`src/rtl/sdfm_sinc_filt_if.sv`:
```
// ============================================================================
// Module  : sdfm_sinc_filt_if
// Brief   : Bitstream, register and filtered-output bundle for the sinc channel.
// Revision: 1.0 - initial release
// ============================================================================
`default_nettype none

interface sdfm_sinc_filt_if #(
  parameter int DEC_W = 8,
  parameter int OUT_W = 16
);
  logic             sd_clk_en;
  logic             sd_dsd_in;
  logic             reg_filten;
  logic [1:0]       reg_filtst;
  logic [DEC_W-1:0] reg_filtdec;
  logic [4:0]       reg_filtsh;
  logic             reg_filtsat;
  logic [OUT_W-1:0] filt_data_out;
  logic             filt_data_update;
  logic             filt_sat;
  logic             filt_settled;

  modport master (
    output sd_clk_en, sd_dsd_in, reg_filten, reg_filtst, reg_filtdec,
           reg_filtsh, reg_filtsat,
    input  filt_data_out, filt_data_update, filt_sat, filt_settled
  );

  modport slave (
    input  sd_clk_en, sd_dsd_in, reg_filten, reg_filtst, reg_filtdec,
           reg_filtsh, reg_filtsat,
    output filt_data_out, filt_data_update, filt_sat, filt_settled
  );
endinterface

`default_nettype wire

```
`src/rtl/sdfm_sinc_filt.sv`:
```
// ============================================================================
// Module  : sdfm_sinc_filt
// Brief   : sinc1/2/3/fast CIC decimator with shift, saturation and settling.
// Revision: 1.0 - initial release
// ============================================================================
`default_nettype none

module sdfm_sinc_filt #(
  parameter int ACC_W = 32,
  parameter int OUT_W = 16,
  parameter int DEC_W = 8
) (
  input  logic            SYSCLK,
  input  logic            SYSRSTn,
  sdfm_sinc_filt_if.slave filt_if
);
  localparam logic [ACC_W-1:0] c_POS_ONE = ACC_W'(1);
  localparam logic [ACC_W-1:0] c_NEG_ONE = '1;
  localparam logic [4:0]       c_SH_MAX  = 5'd24;

  logic [ACC_W-1:0] i1_q, i2_q, i3_q;
  logic [ACC_W-1:0] x_q, q1_q, q2_q, q2p_q;
  logic [DEC_W-1:0] cnt_q;
  logic             pend_q, en_q, settled_q, upd_q, sat_q;
  logic [1:0]       st_q;
  logic [2:0]       settle_q;
  logic [OUT_W-1:0] out_q;

  logic                    w_event, w_load, w_ovf;
  logic [ACC_W-1:0]        x_d, q1_d, q2_d, q3_d, res_d;
  logic signed [ACC_W-1:0] w_shifted;
  logic [ACC_W-OUT_W:0]    w_top;
  logic [4:0]              w_sh;
  logic [2:0]              w_settle_n;
  logic [OUT_W-1:0]        out_d;

  always_comb begin
    w_event = filt_if.sd_clk_en && (cnt_q >= filt_if.reg_filtdec);
    // A structure change restarts settling just like a fresh enable.
    w_load  = !en_q || (st_q != filt_if.reg_filtst);
    case (filt_if.reg_filtst)
      2'b01:   begin x_d = i1_q; w_settle_n = 3'd1; end
      2'b10:   begin x_d = i2_q; w_settle_n = 3'd2; end
      2'b11:   begin x_d = i3_q; w_settle_n = 3'd3; end
      default: begin x_d = i2_q; w_settle_n = 3'd4; end
    endcase
    q1_d = x_d - x_q;
    q2_d = q1_d - q1_q;
    q3_d = q2_d - q2_q;
    case (filt_if.reg_filtst)
      2'b01:   res_d = q1_d;
      2'b10:   res_d = q2_d;
      2'b11:   res_d = q3_d;
      default: res_d = q2_d + q2p_q;
    endcase
    w_sh      = (filt_if.reg_filtsh > c_SH_MAX) ? c_SH_MAX : filt_if.reg_filtsh;
    w_shifted = $signed(res_d) >>> w_sh;
    // In range only when every bit above the output sign bit matches it.
    w_top     = w_shifted[ACC_W-1:OUT_W-1];
    w_ovf     = !((&w_top) || !(|w_top));
    if (w_ovf && filt_if.reg_filtsat) begin
      out_d = w_shifted[ACC_W-1] ? {1'b1, {(OUT_W-1){1'b0}}} : {1'b0, {(OUT_W-1){1'b1}}};
    end else begin
      out_d = w_shifted[OUT_W-1:0];
    end
  end

  always_ff @(posedge SYSCLK or negedge SYSRSTn) begin
    if (!SYSRSTn) begin
      i1_q <= '0; i2_q <= '0; i3_q <= '0;
      x_q <= '0; q1_q <= '0; q2_q <= '0; q2p_q <= '0;
      cnt_q <= '0; pend_q <= 1'b0; en_q <= 1'b0; st_q <= 2'b00;
      settle_q <= 3'd0; settled_q <= 1'b0;
      out_q <= '0; upd_q <= 1'b0; sat_q <= 1'b0;
    end else if (!filt_if.reg_filten) begin
      i1_q <= '0; i2_q <= '0; i3_q <= '0;
      x_q <= '0; q1_q <= '0; q2_q <= '0; q2p_q <= '0;
      cnt_q <= '0; pend_q <= 1'b0; en_q <= 1'b0; st_q <= 2'b00;
      settle_q <= 3'd0; settled_q <= 1'b0;
      out_q <= '0; upd_q <= 1'b0; sat_q <= 1'b0;
    end else begin
      en_q   <= 1'b1;
      st_q   <= filt_if.reg_filtst;
      upd_q  <= 1'b0;
      sat_q  <= 1'b0;
      pend_q <= w_event;
      if (filt_if.sd_clk_en) begin
        i1_q  <= i1_q + (filt_if.sd_dsd_in ? c_POS_ONE : c_NEG_ONE);
        i2_q  <= i2_q + i1_q;
        i3_q  <= i3_q + i2_q;
        cnt_q <= w_event ? '0 : cnt_q + DEC_W'(1);
      end
      if (pend_q) begin
        x_q   <= x_d;
        q1_q  <= q1_d;
        q2_q  <= q2_d;
        q2p_q <= q2_q;
        if (!w_load) begin
          if (!settled_q) begin
            settle_q  <= settle_q - 3'd1;
            settled_q <= (settle_q == 3'd1);
          end else begin
            out_q <= out_d;
            upd_q <= 1'b1;
            sat_q <= w_ovf;
          end
        end
      end
      if (w_load) begin
        settle_q  <= w_settle_n;
        settled_q <= 1'b0;
      end
    end
  end

  assign filt_if.filt_data_out    = out_q;
  assign filt_if.filt_data_update = upd_q;
  assign filt_if.filt_sat         = sat_q;
  assign filt_if.filt_settled     = settled_q;

endmodule

`default_nettype wire

```
`src/flat_wrapper.sv`:
```
// flat-port wrapper written by rule: the top's interface ports become plain ports
module sdfm_sinc_filt_flat 
#(
  parameter int ACC_W = 32,
  parameter int OUT_W = 16,
  parameter int DEC_W = 8
)
  (SYSCLK, SYSRSTn, filt_if_sd_clk_en, filt_if_sd_dsd_in, filt_if_reg_filten, filt_if_reg_filtst, filt_if_reg_filtdec, filt_if_reg_filtsh, filt_if_reg_filtsat, filt_if_filt_data_out, filt_if_filt_data_update, filt_if_filt_sat, filt_if_filt_settled);
  sdfm_sinc_filt_if #(.DEC_W(DEC_W), .OUT_W(OUT_W)) filt_if_i ();
  input  logic SYSCLK;
  input  logic SYSRSTn;
  input wire logic [$bits(filt_if_i.sd_clk_en)-1:0] filt_if_sd_clk_en;
  input wire logic [$bits(filt_if_i.sd_dsd_in)-1:0] filt_if_sd_dsd_in;
  input wire logic [$bits(filt_if_i.reg_filten)-1:0] filt_if_reg_filten;
  input wire logic [$bits(filt_if_i.reg_filtst)-1:0] filt_if_reg_filtst;
  input wire logic [$bits(filt_if_i.reg_filtdec)-1:0] filt_if_reg_filtdec;
  input wire logic [$bits(filt_if_i.reg_filtsh)-1:0] filt_if_reg_filtsh;
  input wire logic [$bits(filt_if_i.reg_filtsat)-1:0] filt_if_reg_filtsat;
  output wire logic [$bits(filt_if_i.filt_data_out)-1:0] filt_if_filt_data_out;
  output wire logic [$bits(filt_if_i.filt_data_update)-1:0] filt_if_filt_data_update;
  output wire logic [$bits(filt_if_i.filt_sat)-1:0] filt_if_filt_sat;
  output wire logic [$bits(filt_if_i.filt_settled)-1:0] filt_if_filt_settled;
  assign filt_if_i.sd_clk_en = filt_if_sd_clk_en;
  assign filt_if_i.sd_dsd_in = filt_if_sd_dsd_in;
  assign filt_if_i.reg_filten = filt_if_reg_filten;
  assign filt_if_i.reg_filtst = filt_if_reg_filtst;
  assign filt_if_i.reg_filtdec = filt_if_reg_filtdec;
  assign filt_if_i.reg_filtsh = filt_if_reg_filtsh;
  assign filt_if_i.reg_filtsat = filt_if_reg_filtsat;
  assign filt_if_filt_data_out = filt_if_i.filt_data_out;
  assign filt_if_filt_data_update = filt_if_i.filt_data_update;
  assign filt_if_filt_sat = filt_if_i.filt_sat;
  assign filt_if_filt_settled = filt_if_i.filt_settled;
  sdfm_sinc_filt #(.ACC_W(ACC_W), .OUT_W(OUT_W), .DEC_W(DEC_W)) u_core (.SYSCLK(SYSCLK), .SYSRSTn(SYSRSTn), .filt_if(filt_if_i));
endmodule
```
`config.mk`:
```
export PLATFORM = sky130hd
export DESIGN_NAME = sdfm_sinc_filt_flat
export DESIGN_NICKNAME = d
export VERILOG_FILES = /design/src/rtl/sdfm_sinc_filt_if.sv /design/src/rtl/sdfm_sinc_filt.sv /design/src/flat_wrapper.sv
export SDC_FILE = /design/constraint.sdc
export NUM_CORES = 1
export LEC_CHECK = 0
export ABC_AREA = 1
export CAP_MARGIN = 20
export CORE_MARGIN = 5
export CORE_UTILIZATION = 59
export DETAILED_ROUTE_END_ITERATION = 16
export DONT_BUFFER_PORTS = 1
export PLACE_DENSITY = 0.75
export SYNTH_ARGS = -nofsm -noshare
export SYNTH_HDL_FRONTEND = slang
export SYNTH_SLANG_ARGS = --single-unit
```
`constraint.sdc`:
```
create_clock -name SYSCLK -period 12.45 [get_ports SYSCLK]
set_clock_uncertainty 0.15 [all_clocks]
set_input_delay 3.735 -clock SYSCLK [delete_from_list [all_inputs] [get_ports SYSCLK]]
set_output_delay 3.735 -clock SYSCLK [all_outputs]
set_load 0.05 [all_outputs]
```
==> impl_metrics.env <==
export IMPL_outcome="finished, final reports clean"
export IMPL_dieHeight_um=211
export IMPL_tightest_slew_ps=1030
export IMPL_max_stage_delay_ps=470
export IMPL_cts_setup_buffers=0
export IMPL_slew_viol_final=0
export IMPL_grt_pass1_wl_um=121000
export IMPL_design_area_um2=25400
export IMPL_ys_seq_area_frac=0.270
export IMPL_final_common_cell="nand2_1"
export IMPL_multi_input_area_um2=15100
export IMPL_vias=24544
export IMPL_synth_fp_nets=3834
export IMPL_cts_sinks=258
export IMPL_overflow=0
export IMPL_antenna_found_initial=0
export IMPL_start_util=0.598
export IMPL_insertion_delay_ps=610
export IMPL_cp_max_fo=49
export IMPL_cts_made_buffers=30
export IMPL_clockRootBuffer="clkbuf_16"
export IMPL_rows=73
export IMPL_clk_pin_slew_ps=60
export IMPL_layout_common_cells="nand2_1, inv_1, o21ai_0"
export IMPL_syn_area_per_cell_um2=6.62
export IMPL_first_pass_iters=9
export IMPL_wl_um=74100
export IMPL_yosys_warnings=0
export IMPL_fin_crit_ps=11320
export IMPL_worstPathArrival_ps=11700
export IMPL_drtIter0Drc=2226
export IMPL_fin_hold_ws_ps=372
export IMPL_crit_slowest_cell="o21ai_0"
export IMPL_core_area_um2=39900
export IMPL_seq_area_um2=6460
export IMPL_hpwl_um=56600
export IMPL_drcViolationCount=0
export IMPL_placed_cell_area_um2=24300
export IMPL_peakVddDrop_v=0.000133
export IMPL_port_buffers=0
export IMPL_critPathMostFrequentCell="nand2_1"
export IMPL_netlist_cell_type_count=64
export IMPL_hold_viol=0
export IMPL_worst_setup_path_type="primary input to flip-flop"
export IMPL_io_pins=40
export IMPL_grt_total_usage=0.327
export IMPL_worst_r2r_cell_count=44
export IMPL_r2r_end="u_core.filt_if.filt_data_out[0]$_DFFE_PN0P_"
export IMPL_cpLargestDelayFamily="simple AND/OR/NAND/NOR gates"
export IMPL_worst_path_buf_inv=8
export IMPL_syn_to_final_growth_pct=6.57
export IMPL_cts_hold_buf=0
export IMPL_grt_max_degree=259
export IMPL_num_antenna_cells=0
export IMPL_fill_cells=3618
export IMPL_die_area_um2=44600
export IMPL_synth_seq_cells=258
export IMPL_cts_tree="done"
export IMPL_min_delay_start="u_core.i3_q[12]$_DFFE_PN0P_"
export IMPL_gp_congestion=1.02
export IMPL_holdCritPathClass="flip-flop to flip-flop"
export IMPL_leakagePower_nw=12.9
export IMPL_worst_hold_path_endpoint="u_core.i3_q[12]$_DFFE_PN0P_"
export IMPL_viasPerCell=6.00
export IMPL_htree_levels=1
export IMPL_drive_above_1_share=0.0468
export IMPL_setup_tns_ps=0
export IMPL_power_density_nw_per_um2=206
export IMPL_grt_pass1_vias=23581
export IMPL_cap_viol_max_count=0
export IMPL_rsz0062_at_grt="no"
export IMPL_die_w_um=211
export IMPL_drtAntennaViolNets=0
export IMPL_end_kind="flip-flop"
export IMPL_reg2reg_slack_ps=4670
export IMPL_layout_nets=3774
export IMPL_fmax_mhz=88.3
export IMPL_setup_violations=0
export IMPL_cts_resized=0
export IMPL_wl_per_cell_um=18.1
export IMPL_maxSlewHeadroom=0.316
export IMPL_holdPathStages=2
export IMPL_syn_inst=3605
export IMPL_cp_start_kind="primary input"
export IMPL_r2r_start="u_core.i1_q[1]$_DFFE_PN0P_"
export IMPL_synth_area_um2=23900
export IMPL_clock_tree_buffer_depth=3
export IMPL_critPathRequiredTime_ps=12830
export IMPL_fin_crit_sh=0.910
[final cells by class]
type	count	share of cell area
Inverter	508	0.0752
Timing Repair Buffer	25	0.00895
Clock inverter	14	0.0118
Sequential cell	258	0.254
Tap cell	525	0.0258
Clock buffer	41	0.0331
Multi-Input combinational cell	2722	0.591
[sequential cells by signal, indices dropped and copies added (netlist names)]
| register | count |
|---|---|
| u_core.cnt_q | 8 |
| u_core.en_q | 1 |
| u_core.filt_if.filt_data_out | 16 |
| u_core.filt_if.filt_data_update | 1 |
| u_core.filt_if.filt_sat | 1 |
| u_core.filt_if.filt_settled | 1 |
| u_core.i1_q | 32 |
| u_core.i2_q | 32 |
| u_core.i3_q | 32 |
| u_core.pend_q | 1 |
| u_core.q1_q | 32 |
| u_core.q2_q | 32 |
| u_core.q2p_q | 32 |
| u_core.settle_q | 3 |
| u_core.st_q | 2 |
| u_core.x_q | 32 |
[cells in the mapped netlist, drive strengths merged]
library cell | count | area [um^2]
o32ai | 4 | 35.0
nor3b | 1 | 12.5
and2 | 1 | 6.26
nor3 | 22 | 120
xor2 | 58 | 516
and3 | 2 | 12.5
o21bai | 22 | 169
o211ai | 26 | 195
a21o | 18 | 135
a21oi | 249 | 1260
a22oi | 4 | 30.0
a221oi | 1 | 8.76
xnor2 | 16 | 140
nor4 | 5 | 31.3
nand3b | 7 | 52.6
a31oi | 21 | 131
fa | 6 | 120
a221o | 8 | 80.1
nand2 | 906 | 3500
inv | 507 | 1910
o21a | 11 | 82.6
o221ai | 7 | 61.3
nand4 | 24 | 165
nand3 | 306 | 1600
nor2 | 273 | 1050
clkbuf | 79 | 297
o2111ai | 1 | 8.76
clkinv | 1 | 3.75
mux2i | 7 | 70.1
ha | 202 | 2530
a21boi | 11 | 82.6
dfrtp | 258 | 6460
o22ai | 133 | 832
a21bo | 1 | 10.0
o31ai | 22 | 165
buf | 38 | 188
or2 | 17 | 106
o211a | 1 | 10.0
o21ai | 318 | 1600
a211oi | 3 | 22.5
a2bb2oi | 4 | 35.0
a22o | 4 | 35.0
[kinds of logic (layout without fill, tap and decap cells)]
group / after synthesis / in the layout / synth area share
muxes: 7 / 7 / 0.00293
AOI/OAI and AO/OA: 869 / 869 / 0.209
DFF: 258 / 258 / 0.270
xor gates and xnor gates: 74 / 74 / 0.0275
buffers and inverters: 625 / 588 / 0.100
and+or+nand+nor: 1564 / 1564 / 0.279
adders and majority gates: 208 / 208 / 0.111
[routing by layer]
metal	GRT usage	wire [um]	vias to the layer above
li1	-	-	11955
met1	0.430	31400	11555
met2	0.554	35200	840
met3	0.0402	4390	194
met4	0.121	3190	0
met5	0	0	-
[power by group]
part | switching, W | total (W) | internal (W)
Sequential | 0.0000683 | 0.000972 | 0.000904
Clock | 0.000390 | 0.00103 | 0.000639
Combinational | 0.00217 | 0.00325 | 0.00107
Total | 0.00263 | 0.00525 | 0.00262
[worst register-to-register path, delay by kind of cell (launching register included)]
| family | cells | cell delay (ps) |
|---|---|---|
| fa+ha+maj | 3 | 1020 |
| flops | 1 | 430 |
| compound gates | 11 | 2270 |
| xor+xnor | 1 | 400 |
| buf+inv | 6 | 540 |
| simple gates | 23 | 2890 |
[worst max path at each step]
stage / startpoint / to / slack, ps / cells past startpoint
5_1_grt: filt_if_reg_filtst[1] / u_core.filt_if.filt_data_out[4]$_DFFE_PN0P_ / 400 / 53
6_report: filt_if_reg_filtst[1] / u_core.filt_if.filt_data_out[0]$_DFFE_PN0P_ / 1130 / 48
4_1_cts: filt_if_reg_filtst[1] / u_core.filt_if.filt_data_out[4]$_DFFE_PN0P_ / 1290 / 49
2_1_floorplan: filt_if_reg_filtst[0] / u_core.filt_if.filt_data_out[10]$_DFFE_PN0P_ / 2180 / 54
3_3_place_gp: filt_if_reg_filtst[1] / u_core.filt_if.filt_data_out[1]$_DFFE_PN0P_ / 680 / 49
3_5_place_dp: filt_if_reg_filtst[1] / u_core.filt_if.filt_data_out[4]$_DFFE_PN0P_ / 700 / 49
[stage by stage]
| step | worst slack, ps | power [W] | util | instances |
|---|---|---|---|---|
| after floorplan | 2180 | 0.00331 | - | 3605 |
| after global routing | 402 | 0.00568 | 0.638 | 4093 |
| final | 1130 | 0.00525 | 0.638 | 4093 |
| after detailed placement | 698 | 0.00414 | 0.608 | 4036 |
| after CTS | 1290 | 0.00518 | 0.636 | 4091 |
| after global placement | 685 | 0.00410 | 0.608 | 4036 |
(Power assumes the default switching activity.)
